==> config.mk <==
export PLATFORM = sky130hd
export DESIGN_NAME = input_conditioner
export DESIGN_NICKNAME = d
export VERILOG_FILES = /design/src/rtl/input_conditioner_pkg.sv /design/src/rtl/input_debounce_ch.sv /design/src/rtl/input_conditioner.sv
export SDC_FILE = /design/constraint.sdc
export NUM_CORES = 1
export LEC_CHECK = 0
export BUFFER_PORTS_ARGS = -buffer_cell sky130_fd_sc_hd__buf_2
export CAP_MARGIN = 20
export CORE_ASPECT_RATIO = 0.6
export CORE_MARGIN = 2
export CORE_UTILIZATION = 35
export DETAILED_ROUTE_END_ITERATION = 6
export PLACE_DENSITY_LB_ADDON = 0.25
export SYNTH_ARGS = -nofsm -noshare
export SYNTH_HDL_FRONTEND = slang
export SYNTH_SLANG_ARGS = --single-unit
==> constraint.sdc <==
create_clock -name clk -period 1.68 [get_ports clk]
set_input_delay 0.084 -clock clk [delete_from_list [all_inputs] [get_ports clk]]
set_output_delay 0.084 -clock clk [all_outputs]
set_load 0.005 [all_outputs]
==> src/rtl/input_conditioner_pkg.sv <==
// Shared types and sizing helpers for the raw-input conditioner.
package input_conditioner_pkg;

  localparam int CLK_HZ_DEFAULT = 50_000_000;
  localparam int DEB_MS_DEFAULT = 10;

  typedef enum logic {DEB_STABLE, DEB_PENDING} deb_state_e;

  // Counter width for a modulo-n count, never narrower than one bit.
  function automatic int cnt_width(input int n);
    return ($clog2(n) > 1) ? $clog2(n) : 1;
  endfunction

endpackage

==> src/rtl/input_debounce_ch.sv <==
// One conditioner channel: synchroniser, tick-based debounce, level and edge pulses.
module input_debounce_ch
  import input_conditioner_pkg::*;
#(
  parameter int SYNC_STAGES = 2,
  parameter int DEB_TICKS   = 10
) (
  input  logic clk,
  input  logic rstn,
  input  logic raw,
  input  logic tick,
  output logic level,
  output logic rise,
  output logic fall
);

  localparam int CW = cnt_width(DEB_TICKS);

  logic [SYNC_STAGES-1:0] sync_q;
  logic                   sync;
  logic                   differs;
  logic                   last;
  logic                   level_d;
  logic [CW-1:0]          cnt;
  logic [CW-1:0]          cnt_cur;
  deb_state_e             state;

  assign sync    = sync_q[SYNC_STAGES-1];
  assign differs = sync != level;
  // The count only carries meaning while a change is pending.
  assign cnt_cur = (state == DEB_PENDING) ? cnt : '0;
  assign last    = cnt_cur == CW'(DEB_TICKS - 1);

  always_ff @(posedge clk or negedge rstn) begin
    if (!rstn) sync_q <= '0;
    else       sync_q <= {sync_q[SYNC_STAGES-2:0], raw};
  end

  always_ff @(posedge clk or negedge rstn) begin
    if (!rstn) begin
      state <= DEB_STABLE;
      cnt   <= '0;
      level <= 1'b0;
    end else if (!differs) begin
      state <= DEB_STABLE;
      cnt   <= '0;
    end else if (tick && last) begin
      state <= DEB_STABLE;
      cnt   <= '0;
      level <= sync;
    end else begin
      state <= DEB_PENDING;
      cnt   <= tick ? cnt_cur + 1'b1 : cnt_cur;
    end
  end

  // Pulses trail the level change by one cycle.
  always_ff @(posedge clk or negedge rstn) begin
    if (!rstn) begin
      level_d <= 1'b0;
      rise    <= 1'b0;
      fall    <= 1'b0;
    end else begin
      level_d <= level;
      rise    <= level & ~level_d;
      fall    <= ~level & level_d;
    end
  end

endmodule

==> src/rtl/input_conditioner.sv <==
// Push-button/switch conditioner: shared debounce tick, per-channel debounce, sticky events, irq.
module input_conditioner
  import input_conditioner_pkg::*;
#(
  parameter int NUM_CH      = 5,
  parameter int SYNC_STAGES = 2,
  parameter int TICK_DIV    = input_conditioner_pkg::CLK_HZ_DEFAULT / 1000,
  parameter int DEB_TICKS   = input_conditioner_pkg::DEB_MS_DEFAULT
) (
  input  logic              clk,
  input  logic              rstn,
  input  logic [NUM_CH-1:0] i_raw,
  input  logic [NUM_CH-1:0] i_rise_en,
  input  logic [NUM_CH-1:0] i_fall_en,
  input  logic [NUM_CH-1:0] i_irq_en,
  input  logic              i_clr_valid,
  input  logic [NUM_CH-1:0] i_clr_mask,
  output logic [NUM_CH-1:0] o_level,
  output logic [NUM_CH-1:0] o_rise,
  output logic [NUM_CH-1:0] o_fall,
  output logic [NUM_CH-1:0] o_events,
  output logic              o_irq
);

  localparam int TW = cnt_width(TICK_DIV);

  logic [TW-1:0]     tcnt;
  logic              tick;
  logic [NUM_CH-1:0] clr;
  logic [NUM_CH-1:0] set;

  // TICK_DIV of 1 keeps tcnt at 0, so tick fires every cycle.
  assign tick = tcnt == TW'(TICK_DIV - 1);

  always_ff @(posedge clk or negedge rstn) begin
    if (!rstn)     tcnt <= '0;
    else if (tick) tcnt <= '0;
    else           tcnt <= tcnt + 1'b1;
  end

  for (genvar g = 0; g < NUM_CH; g++) begin : g_ch
    input_debounce_ch #(
      .SYNC_STAGES(SYNC_STAGES),
      .DEB_TICKS  (DEB_TICKS)
    ) u_ch (
      .clk  (clk),
      .rstn (rstn),
      .raw  (i_raw[g]),
      .tick (tick),
      .level(o_level[g]),
      .rise (o_rise[g]),
      .fall (o_fall[g])
    );
  end

  assign clr = i_clr_valid ? i_clr_mask : '0;
  assign set = (o_rise & i_rise_en) | (o_fall & i_fall_en);

  // A new event on the same cycle as its clear survives.
  always_ff @(posedge clk or negedge rstn) begin
    if (!rstn) begin
      o_events <= '0;
      o_irq    <= 1'b0;
    end else begin
      o_events <= (o_events & ~clr) | set;
      o_irq    <= |(o_events & i_irq_en);
    end
  end

endmodule

==> results.ini, run 1 <==
[status]
outcome = complete, but fails checks
violations = negative setup slack

[flow_run]
cap_violations = 0

[placed_design]
port_buffers = 48
detailed_place_hpwl_mm = 4.77
place.gp.congestion = 0.816
post-place-ws_ns = -0.220
dpl.cell_count = 491

[drt]
drt_total_wl_mm = 7.07
detail_route.iter0.violations = 129
wl_met3_um = 401
drt-met1-wl_mm = 3.76
route.detailed.vias_per_inst = 4.87
route.met2.wl_mm = 2.87
drcViolationCount = 0
vias = 2575
top_layer = met4
firstDrtPassIters = 5
route.antenna.remaining_nets = 0
post_drt_wl_per_cell_um = 13.4

[worst_setup_path]
critical_path_peak_fanout = 4
classification_of_the_worst_setup_path = reg2reg
worstSetupStartpointType = register
crit_required_ns = 1.95
cell_type_group_with_the_largest_total_delay_on_the_critical_path = simple AND/OR/NAND/NOR gates
timing.critical_path.cells = nor4b_4, nand4_4, buf_4, or4_1, a21oi_2
cp_data_arrival_time_ns = 2.07
worstSetupEndpointType = register
timing.critical_path.slowest_stage_cell = sky130_fd_sc_hd__or4_1
critical_path_buf_inv_count = 1
timing.critical_path.slowest_cell_delay_ns = 0.49

[sta]
post-route-min-period_ns = 1.80
timing_worst_slew_pin_value_ns = 0.485
final_max_slew_viol_count = 0
achievable-frequency_mhz = 556
timing.max_slew.rel_slack_pct = 67.2
fin_skew_ns = 0.00569
unrepaired_setup_endpoints_after_global_routing = yes
final.period_utilization_pct = 107
setup_violations = 17
holdWs_ns = 0.203
timing_hold_violations_final = 0
post-route-worst-setup-slack_ns = -0.120

[yosys]
synth.lib_cells_used.distinct = 42
post_synth_xor_area_fraction_pct = 6.25
syn-cell-area_mm2 = 0.00336
yosys_most_used_dff = sky130_fd_sc_hd__dfrtp_1
post_synth_fa_ha_maj_area_fraction_pct = 0.372
synth_seq_area_share_pct = 57.3
synth_simple_gate_area_share_pct = 17.3
synth_enable_flop_cells = 0
synthesis.yosys.warnings = 0
postSynthRegisterBits = 77
main_combinational_cell_family_by_area_after_synthesis = simple AND/OR/NAND/NOR gates
ys_async_rst_share_pct = 100
count_of_mapped_cells_out_of_synthesis = 299
synth_compound_gate_area_share_pct = 9.93
multiplexer_share_of_the_synthesized_area_pct = 2.27
avgSynthCellArea_um2 = 11.3
synth_nets = 328

[power_and_ir_drop]
max-vdd-ir-drop_v = 0.000518
leakage_uw = 0.00211
share_comb_of_total_power_pct = 3.6
pwr_density_cell_mw_per_mm2 = 858
switching_power_uw = 826
power.internal_uw = 3010
power_frac_clock_pct = 47.3
power_switching_share_pct = 21.5
p_seq_share_pct = 49.1

[floorplanning]
effective_utilization_at_floorplan_pct = 36.3
top_level_ports = 49
die_h_um = 79.9
floorplan.die_area_mm2 = 0.0104
placeableCoreArea_mm2 = 0.00926
floorplan.die.width_um = 131
num_rows = 27

[cells_and_area]
drive_above_1_share_pct = 30.8
area_growth_syn_to_layout_pct = 33.1
fraction_of_the_core_area_covered_by_cells_at_the_end_of_the_flow_pct = 48.4
final_cell_count_no_fill = 529
antenna-diode-count = 0
final_net_count = 423

[clock_network]
clk_pin_slew_worst_paths_ns = 0.06
ctsRootBufferMaster = sky130_fd_sc_hd__clkbuf_16
cts_inserted_buffers = 9
cts-root-to-sink-buffers = 2
cts_num_sinks = 77
number_of_h_tree_levels = 3
later_pin_clock_latency_in_the_skew_report_ns = 0.33
tritoncts = done

[grt]
grt_overflow_total = 0
antenna_found_initial = 0
vias_in_the_first_global_route = 2445
overall_routing_resource_usage_pct = 14.5
grt_start_max_net_pins = 53
global_route_wire_length_before_repair_mm = 11.4

[min_path]
hold_path_class = in2async

## registers in the layout, indices dropped and copies added (netlist names)
| register | count |
|---|---|
| g_ch.u_ch.sync_q | 10 |
| tcnt | 16 |
| g_ch.u_ch.level | 5 |
| g_ch.u_ch.cnt | 20 |
| g_ch.u_ch.rise | 5 |
| g_ch.u_ch.fall | 5 |
| o_irq | 1 |
| o_events | 5 |
| g_ch.u_ch.level_d | 5 |
| g_ch.u_ch.state | 5 |
## worst paths after layout
check                                             from  cells after the start  slack [ns]                endpoint
worst max-delay path                           tcnt[7]                      5       -0.12     g_ch[4].u_ch.cnt[1]
worst min-delay path                              rstn                      2        0.20                tcnt[12]
worst max register to register                 tcnt[7]                      5       -0.12     g_ch[4].u_ch.cnt[1]
worst min register to register  g_ch[3].u_ch.sync_q[0]                      0        0.35  g_ch[3].u_ch.sync_q[1]
max in group asynchronous                         rstn                      3        0.89             o_events[2]
min in group clk                g_ch[3].u_ch.sync_q[0]                      0        0.35  g_ch[3].u_ch.sync_q[1]
## layer usage
| metal | track usage, % | up-vias |
|---|---|---|
| met1 | 20.2 | 1250 |
| met2 | 20.5 | 72 |
| met3 | 5.70 | 6 |
| met4 | 5.00 | 0 |
| li1 | - | 1247 |
| met5 | 0 | - |
## power by group through the flow
stage          Sequential [uW]  Combinational, uW  Clock, uW
2_1_floorplan             1920               27.7          0
3_3_place_gp              1920                113          0
3_5_place_dp              1920                115          0
4_1_cts                   1890                138       1880
5_1_grt                   1890                157       1960
6_report                  1890                137       1820
## kinds of logic (layout without fill, tap and decap cells)
| family | after synthesis | in the layout |
|---|---|---|
| simple gates | 101 | 101 |
| flops | 77 | 77 |
| compound gates | 49 | 49 |
| buf+inv | 40 | 140 |
| xor+xnor | 24 | 24 |
| mux | 7 | 7 |
| fa+ha+maj | 1 | 1 |
## cell usage after synthesis, drive strengths merged, types with 2 or more instances
cell    instances  area [um^2]
dfrtp          77         1930
nand2          21         78.8
buf            20          146
inv            18         67.6
a21oi          16         80.1
nor2           16         60.1
nand3          14         70.1
xnor2          13          114
xor2           11         96.3
nand4          10         68.8
nor2b          10         62.6
o21ai           8         40.0
a222oi          6         60.1
or4             6         45.0
and2            5         31.3
mux2            5         56.3
a211o           4         35.0
o211ai          4         30.0
and4            3         26.3
nor3            3         15.0
nor4bb          3         30.0
o31ai           3         22.5
a41o            2         20.0
and4bb          2         25.0
clkbuf          2         7.51
mux2i           2         20.0
nand2b          2         12.5
nor4            2         12.5
nor4b           2         32.5
## layout by cell type (no fill, tap or decap), types with 11 or more instances in the layout
cell | synthesis | routed
sky130_fd_sc_hd__a21oi_1 | 16 | 13
sky130_fd_sc_hd__dlygate4sd3_1 | 0 | 20
sky130_fd_sc_hd__nand3_1 | 14 | 14
sky130_fd_sc_hd__inv_1 | 18 | 17
sky130_fd_sc_hd__xnor2_1 | 13 | 13
sky130_fd_sc_hd__nand2_1 | 21 | 21
sky130_fd_sc_hd__buf_4 | 16 | 35
sky130_fd_sc_hd__buf_2 | 3 | 47
sky130_fd_sc_hd__nor2_1 | 16 | 16
sky130_fd_sc_hd__xor2_1 | 11 | 11
sky130_fd_sc_hd__dfrtp_1 | 77 | 77
## final cells by class
type / count / area, um^2
Inverter: 18 / 67.6
Fill cell: 881 / 4780
Clock buffer: 11 / 253
Clock inverter: 5 / 35.0
Tap cell: 130 / 163
Timing Repair Buffer: 106 / 752
Multi-Input combinational cell: 182 / 1280
Sequential cell: 77 / 1930
## metrics by stage
step,total power [uW],setup TNS (ns),cell area (um^2)
2_1_floorplan,1940,0,3380
3_3_place_gp,2030,-1.04,3910
3_5_place_dp,2040,-1.86,3910
4_1_cts,3900,-1.10,4430
5_1_grt,4000,-2.53,4480
6_report,3840,-0.850,4480
## what timing repair did
action                                 CTS  global route
pin swaps                                3             1
resized for setup                        4            12
buffers inserted                         1             1
hold buffers                            20             0
endpoints found under the hold margin   36             0
setup endpoints to repair               16            23
Note: power is estimated with default switching activity, not from simulation.
==> run 2: changes to the inputs <==
CORE_MARGIN = not set   (was 2)
clock period = 1.69 ns   (was 1.68 ns; I/O delays follow)
==> results.ini, run 2 (synthesis results as in run 1) <==
[drt]
drcViolationCount = 0
detail_route.iter0.violations = 129
route.antenna.remaining_nets = 0
drt_total_wl_mm = 7.08
firstDrtPassIters = 4
vias = 2499
post_drt_wl_per_cell_um = 13.4
route.detailed.vias_per_inst = 4.72

[clock_network]
later_pin_clock_latency_in_the_skew_report_ns = 0.34
tritoncts = done
ctsRootBufferMaster = sky130_fd_sc_hd__clkbuf_16
number_of_h_tree_levels = 3
cts_inserted_buffers = 9
clk_pin_slew_worst_paths_ns = 0.07
cts-root-to-sink-buffers = 2
cts_num_sinks = 77

[sta]
fin_skew_ns = 0.00608
holdWs_ns = 0.173
unrepaired_setup_endpoints_after_global_routing = yes
setup_violations = 11
post-route-min-period_ns = 1.80
timing.max_slew.rel_slack_pct = 75.4
achievable-frequency_mhz = 555
timing_hold_violations_final = 0
post-route-worst-setup-slack_ns = -0.112
final_max_slew_viol_count = 0
timing_worst_slew_pin_value_ns = 0.363
final.period_utilization_pct = 107

[grt]
met1_usage_grt_pct = 21.0
grt_start_max_net_pins = 38
global_route.peak_usage_layer = met2
grt.met2_usage_pct = 21.7
grt_overflow_total = 0
overall_routing_resource_usage_pct = 15.3
vias_in_the_first_global_route = 2407
grt_util_met3_pct = 5.52
antenna_found_initial = 0
global_route_wire_length_before_repair_mm = 11.5

[cells_and_area]
final_cell_count_no_fill = 529
drive_above_1_share_pct = 32.8
registers.top_by_ff_count = g_ch.u_ch.cnt
area_growth_syn_to_layout_pct = 35.0
layout.cells.most_common_list = sky130_fd_sc_hd__dfrtp_1, sky130_fd_sc_hd__buf_2, sky130_fd_sc_hd__buf_4
antenna-diode-count = 0
layout_commonest_cell = sky130_fd_sc_hd__dfrtp_1
final_net_count = 423
largest_registers = g_ch.u_ch.cnt: 20 flops, tcnt: 16 flops, g_ch.u_ch.sync_q: 10 flops
largest_register_ffs = 20
fillCellCount = 864
fraction_of_the_core_area_covered_by_cells_at_the_end_of_the_flow_pct = 49.1

[worst_setup_path]
worstSetupStartpointType = register
cp_data_arrival_time_ns = 2.07
timing.critical_path.slowest_stage_cell = sky130_fd_sc_hd__or4_1
critical_path_buf_inv_count = 1
worstSetupEndpointType = register
critical_path_peak_fanout = 6
classification_of_the_worst_setup_path = reg2reg
timing.critical_path.cells = nor4b_4, nand4_4, buf_6, or4_1, a21oi_2
timing.critical_path.slowest_cell_delay_ns = 0.49
crit_required_ns = 1.96
cell_type_group_with_the_largest_total_delay_on_the_critical_path = simple AND/OR/NAND/NOR gates

[floorplanning]
effective_utilization_at_floorplan_pct = 36.3
floorplan.die.width_um = 129
placeableCoreArea_mm2 = 0.00926
top_level_ports = 49
floorplan.die_area_mm2 = 0.0100
num_rows = 27
die_h_um = 77.9

[min_path]
hold_path_class = in2async

[power_and_ir_drop]
pwr_density_cell_mw_per_mm2 = 853
leakage_uw = 0.00213
max-vdd-ir-drop_v = 0.000641

[placed_design]
detailed_place_hpwl_mm = 4.79
place.gp.congestion = 0.824
dpl.cell_count = 489
port_buffers = 48

[status]
outcome = complete, but fails checks
violations = negative setup slack

[flow_run]
cap_violations = 0

-- run 2: cell types whose count changed in the layout (fill, tap and decap cells not counted), moves of 3 or more --
cell,delta
sky130_fd_sc_hd__a21oi_2,+3
sky130_fd_sc_hd__a21oi_1,-3
sky130_fd_sc_hd__clkinvlp_4,-3
sky130_fd_sc_hd__inv_6,+3
-- run 2: repair_timing --
item	in CTS	in global routing
hold buffers	20	0
resized for setup	17	18
endpoints found under the setup margin	17	25
setup buffers	2	4
pin swaps	17	9
hold endpoints to repair	68	0
-- run 2: routing by layer --
layer / wire (um) / up-vias
li1: - / 1237
met1: 3700 / 1192
met2: 2900 / 60
met3: 378 / 10
met4: 104 / 0
met5: 0 / -
-- run 2: cell type report --
| class | count | area (um^2) | area share [%] |
|---|---|---|---|
| flip-flops and latches | 77 | 1930 | 42.4 |
| inverters | 18 | 67.6 | 1.49 |
| clock inverters | 7 | 65.1 | 1.43 |
| well taps | 130 | 163 | 3.58 |
| multi-input cells | 182 | 1340 | 29.5 |
| repair buffers | 106 | 756 | 16.6 |
| clock buffers | 9 | 225 | 4.96 |
-- run 2: worst reg2reg max path: cells and delay by family, from the launching register on --
family / cells / cell delay (ns)
AOI/OAI and AO/OA: 1 / 0.14
buffers and inverters: 1 / 0.17
DFF: 1 / 0.41
and+or+nand+nor: 3 / 1.02
-- run 2: worst paths after layout --
kind / from / slack [ns] / cells after the start / end
setup / recovery: tcnt[5] / -0.11 / 5 / g_ch[2].u_ch.cnt[1]
hold / removal: rstn / 0.17 / 2 / g_ch[4].u_ch.rise
setup reg to reg: tcnt[5] / -0.11 / 5 / g_ch[2].u_ch.cnt[1]
hold reg to reg: g_ch[3].u_ch.sync_q[0] / 0.35 / 0 / g_ch[3].u_ch.sync_q[1]
max in group asynchronous: rstn / 0.94 / 3 / g_ch[4].u_ch.level_d
min in group clk: g_ch[3].u_ch.sync_q[0] / 0.35 / 0 / g_ch[3].u_ch.sync_q[1]
-- run 2: report_power, final --
part           internal (uW)  switching, uW  leakage, uW
Sequential              1860           15.2      0.00103
Clock                   1030            827     0.000141
Combinational           64.7           72.7     0.000963
Total                   2960            915      0.00213
-- run 2: through the flow --
stage | power [uW] | instance area [um^2] | TNS, ns | worst slack, ns
final | 3870 | 4540 | -0.675 | -0.112
after global routing | 4040 | 4540 | -2.01 | -0.181
after CTS | 3940 | 4460 | -0.944 | -0.123
after detailed placement | 2020 | 3890 | -1.42 | -0.166
after global placement | 2020 | 3890 | -0.864 | -0.124
after floorplan | 1930 | 3380 | 0 | 0.00912
==> run 3: changes to the inputs <==
--- a/config.mk
+++ b/config.mk
@@ -16 +16,2 @@
 export SYNTH_SLANG_ARGS = --single-unit
+export TNS_END_PERCENT = 10
==> constraint.sdc (replaced) <==
create_clock -name clk -period 1.69 [get_ports clk]
set_input_delay 0.169 -clock clk [delete_from_list [all_inputs] [get_ports clk]]
set_output_delay 0.169 -clock clk [all_outputs]
set_load 0.005 [all_outputs]
==> results.ini, run 3 (synthesis results as in run 1) <==
[status]
outcome = complete, but fails checks
violations = negative setup slack

[sta]
timing_hold_violations_final = 0
achievable-frequency_mhz = 532
post-route-min-period_ns = 1.88
final.period_utilization_pct = 111
setup_violations = 18
timing_worst_slew_pin_value_ns = 0.416
holdWs_ns = 0.0455
fin_tns_setup_ns = -1.32
post-route-worst-setup-slack_ns = -0.190
timing.max_slew.rel_slack_pct = 71.9
final_max_slew_viol_count = 0
fin_skew_ns = 0.00461
unrepaired_setup_endpoints_after_global_routing = yes

[worst_setup_path]
crit_required_ns = 1.96
timing.rr.end = g_ch[0].u_ch.cnt[1]
critical_path_buf_inv_count = 1
classification_of_the_worst_setup_path = reg2reg
reg2reg_setup_slack_ns = -0.19
r2r.worst_path.cells = 5
timing.critical_path.slowest_cell_delay_ns = 0.47
worstSetupStartpointType = register
cp_data_arrival_time_ns = 2.15
cell_type_group_with_the_largest_total_delay_on_the_critical_path = simple AND/OR/NAND/NOR gates
critical_path_peak_fanout = 9
timing.critical_path.cells = nor4b_4, nand4_4, buf_12, or4_4, a21oi_2
timing.critical_path.slowest_stage_cell = sky130_fd_sc_hd__or4_4
worstSetupEndpointType = register
worstReg2RegStart = tcnt[5]

[placed_design]
area_of_placed_instances_mm2 = 0.00387
place.gp.congestion = 0.832
port_buffers = 48
detailed_place_hpwl_mm = 4.64

[cells_and_area]
fillCellCount = 868
largest_registers = g_ch.u_ch.cnt: 20 flops, tcnt: 16 flops, g_ch.u_ch.sync_q: 10 flops
multi_input_comb_area_mm2 = 0.00131
fraction_of_the_core_area_covered_by_cells_at_the_end_of_the_flow_pct = 47.6
final-seq-area_mm2 = 0.00193
area_growth_syn_to_layout_pct = 31.0
layout_commonest_cell = sky130_fd_sc_hd__dfrtp_1
largest_register_ffs = 20
final_net_count = 405
layout.cell_area.non_filler_mm2 = 0.00441
registers.top_by_ff_count = g_ch.u_ch.cnt
layout.cells.most_common_list = sky130_fd_sc_hd__dfrtp_1, sky130_fd_sc_hd__buf_2, sky130_fd_sc_hd__buf_4
drive_above_1_share_pct = 32.0
antenna-diode-count = 0

[clock_network]
ctsRootBufferMaster = sky130_fd_sc_hd__clkbuf_16
number_of_h_tree_levels = 3
cts_inserted_buffers = 9
clk_pin_slew_worst_paths_ns = 0.06
tritoncts = done
cts_num_sinks = 77
later_pin_clock_latency_in_the_skew_report_ns = 0.34
cts-root-to-sink-buffers = 2

[grt]
global_route_wire_length_before_repair_mm = 10.7
grt.met2_usage_pct = 18.5
grt_start_max_net_pins = 43
antenna_found_initial = 0
met1_usage_grt_pct = 21.1
overall_routing_resource_usage_pct = 14.5
vias_in_the_first_global_route = 2175
grt_overflow_total = 0
grt_util_met3_pct = 5.66
global_route.peak_usage_layer = met1

[power_and_ir_drop]
switching_power_uw = 863
max-vdd-ir-drop_v = 0.000485
pwr_density_cell_mw_per_mm2 = 936
power.internal_uw = 3260
power_frac_clock_pct = 51.6
share_comb_of_total_power_pct = 3.0
power_switching_share_pct = 20.9
leakage_uw = 0.00211
p_seq_share_pct = 45.5

[floorplanning]
die_h_um = 77.9
floorplan.die.width_um = 129
floorplan.die_area_mm2 = 0.0100
top_level_ports = 49
num_rows = 27
placeableCoreArea_mm2 = 0.00926
effective_utilization_at_floorplan_pct = 36.3

[drt]
drcViolationCount = 0
route.antenna.remaining_nets = 0
drt_total_wl_mm = 6.88
vias = 2449
post_drt_wl_per_cell_um = 13.5
route.detailed.vias_per_inst = 4.79
detail_route.iter0.violations = 178
firstDrtPassIters = 4

[min_path]
worst_hold_startpoint = i_irq_en[3]
hold_depth = 3
hold_path_class = in2reg
hold_path_end = o_irq

[flow_run]
cap_violations = 0

[run 3: layout make-up]
cell class,instances,share of cell area [%]
clock buffer,10,5.42
clock inverter,6,2.13
inverter,18,1.53
multi-input combinational,182,29.7
sequential,77,43.7
tap,130,3.69
timing repair buffer,88,13.8
[run 3: power groups by stage]
stage                     Sequential [uW]  Clock (uW)  Combinational, uW
after global placement               1910           0                113
after floorplan                      1900           0               27.5
after detailed placement             1910           0                114
after CTS                            1880        2170                124
final                                1880        2130                122
after global routing                 1880        2260                139
[run 3: repair_timing]
| item | CTS | global route |
|---|---|---|
| hold buffers | 6 | 0 |
| buffers inserted | 0 | 2 |
| pin swaps | 3 | 11 |
| cloned | 0 | 1 |
| endpoints found under the setup margin | 15 | 28 |
| endpoints found under the hold margin | 61 | 0 |
| resized for setup | 6 | 21 |
[run 3: worst max path at each step]
stage	startpoint	end	slack (ns)	cells past startpoint
2_1_floorplan	tcnt[0]	g_ch[3].u_ch.cnt[1]	-0.02	6
3_3_place_gp	tcnt[5]	g_ch[1].u_ch.level	-0.16	5
3_5_place_dp	tcnt[5]	g_ch[1].u_ch.level	-0.18	5
4_1_cts	tcnt[10]	g_ch[0].u_ch.cnt[1]	-0.20	5
5_1_grt	tcnt[5]	g_ch[0].u_ch.cnt[1]	-0.27	5
6_report	tcnt[5]	g_ch[0].u_ch.cnt[1]	-0.19	5
[run 3: worst register-to-register path: cells and delay by family (launching register included)]
family | cells | cell delay (ns)
AND/OR/NAND/NOR | 3 | 1.05
flip-flops | 1 | 0.41
buffers and inverters | 1 | 0.19
AO/OA/AOI/OAI | 1 | 0.16
[run 3: metrics by stage]
step	std cells	worst slack, ns	power, uW
after CTS	508	-0.204	4170
after global routing	511	-0.269	4270
after global placement	486	-0.158	2020
after floorplan	299	-0.0225	1930
after detailed placement	486	-0.179	2020
final	511	-0.190	4120
[run 3: routing by layer]
metal | vias up | wire [um]
met2 | 76 | 2700
li1 | 1204 | -
met3 | 10 | 448
met5 | - | 0
met4 | 0 | 113
met1 | 1159 | 3610
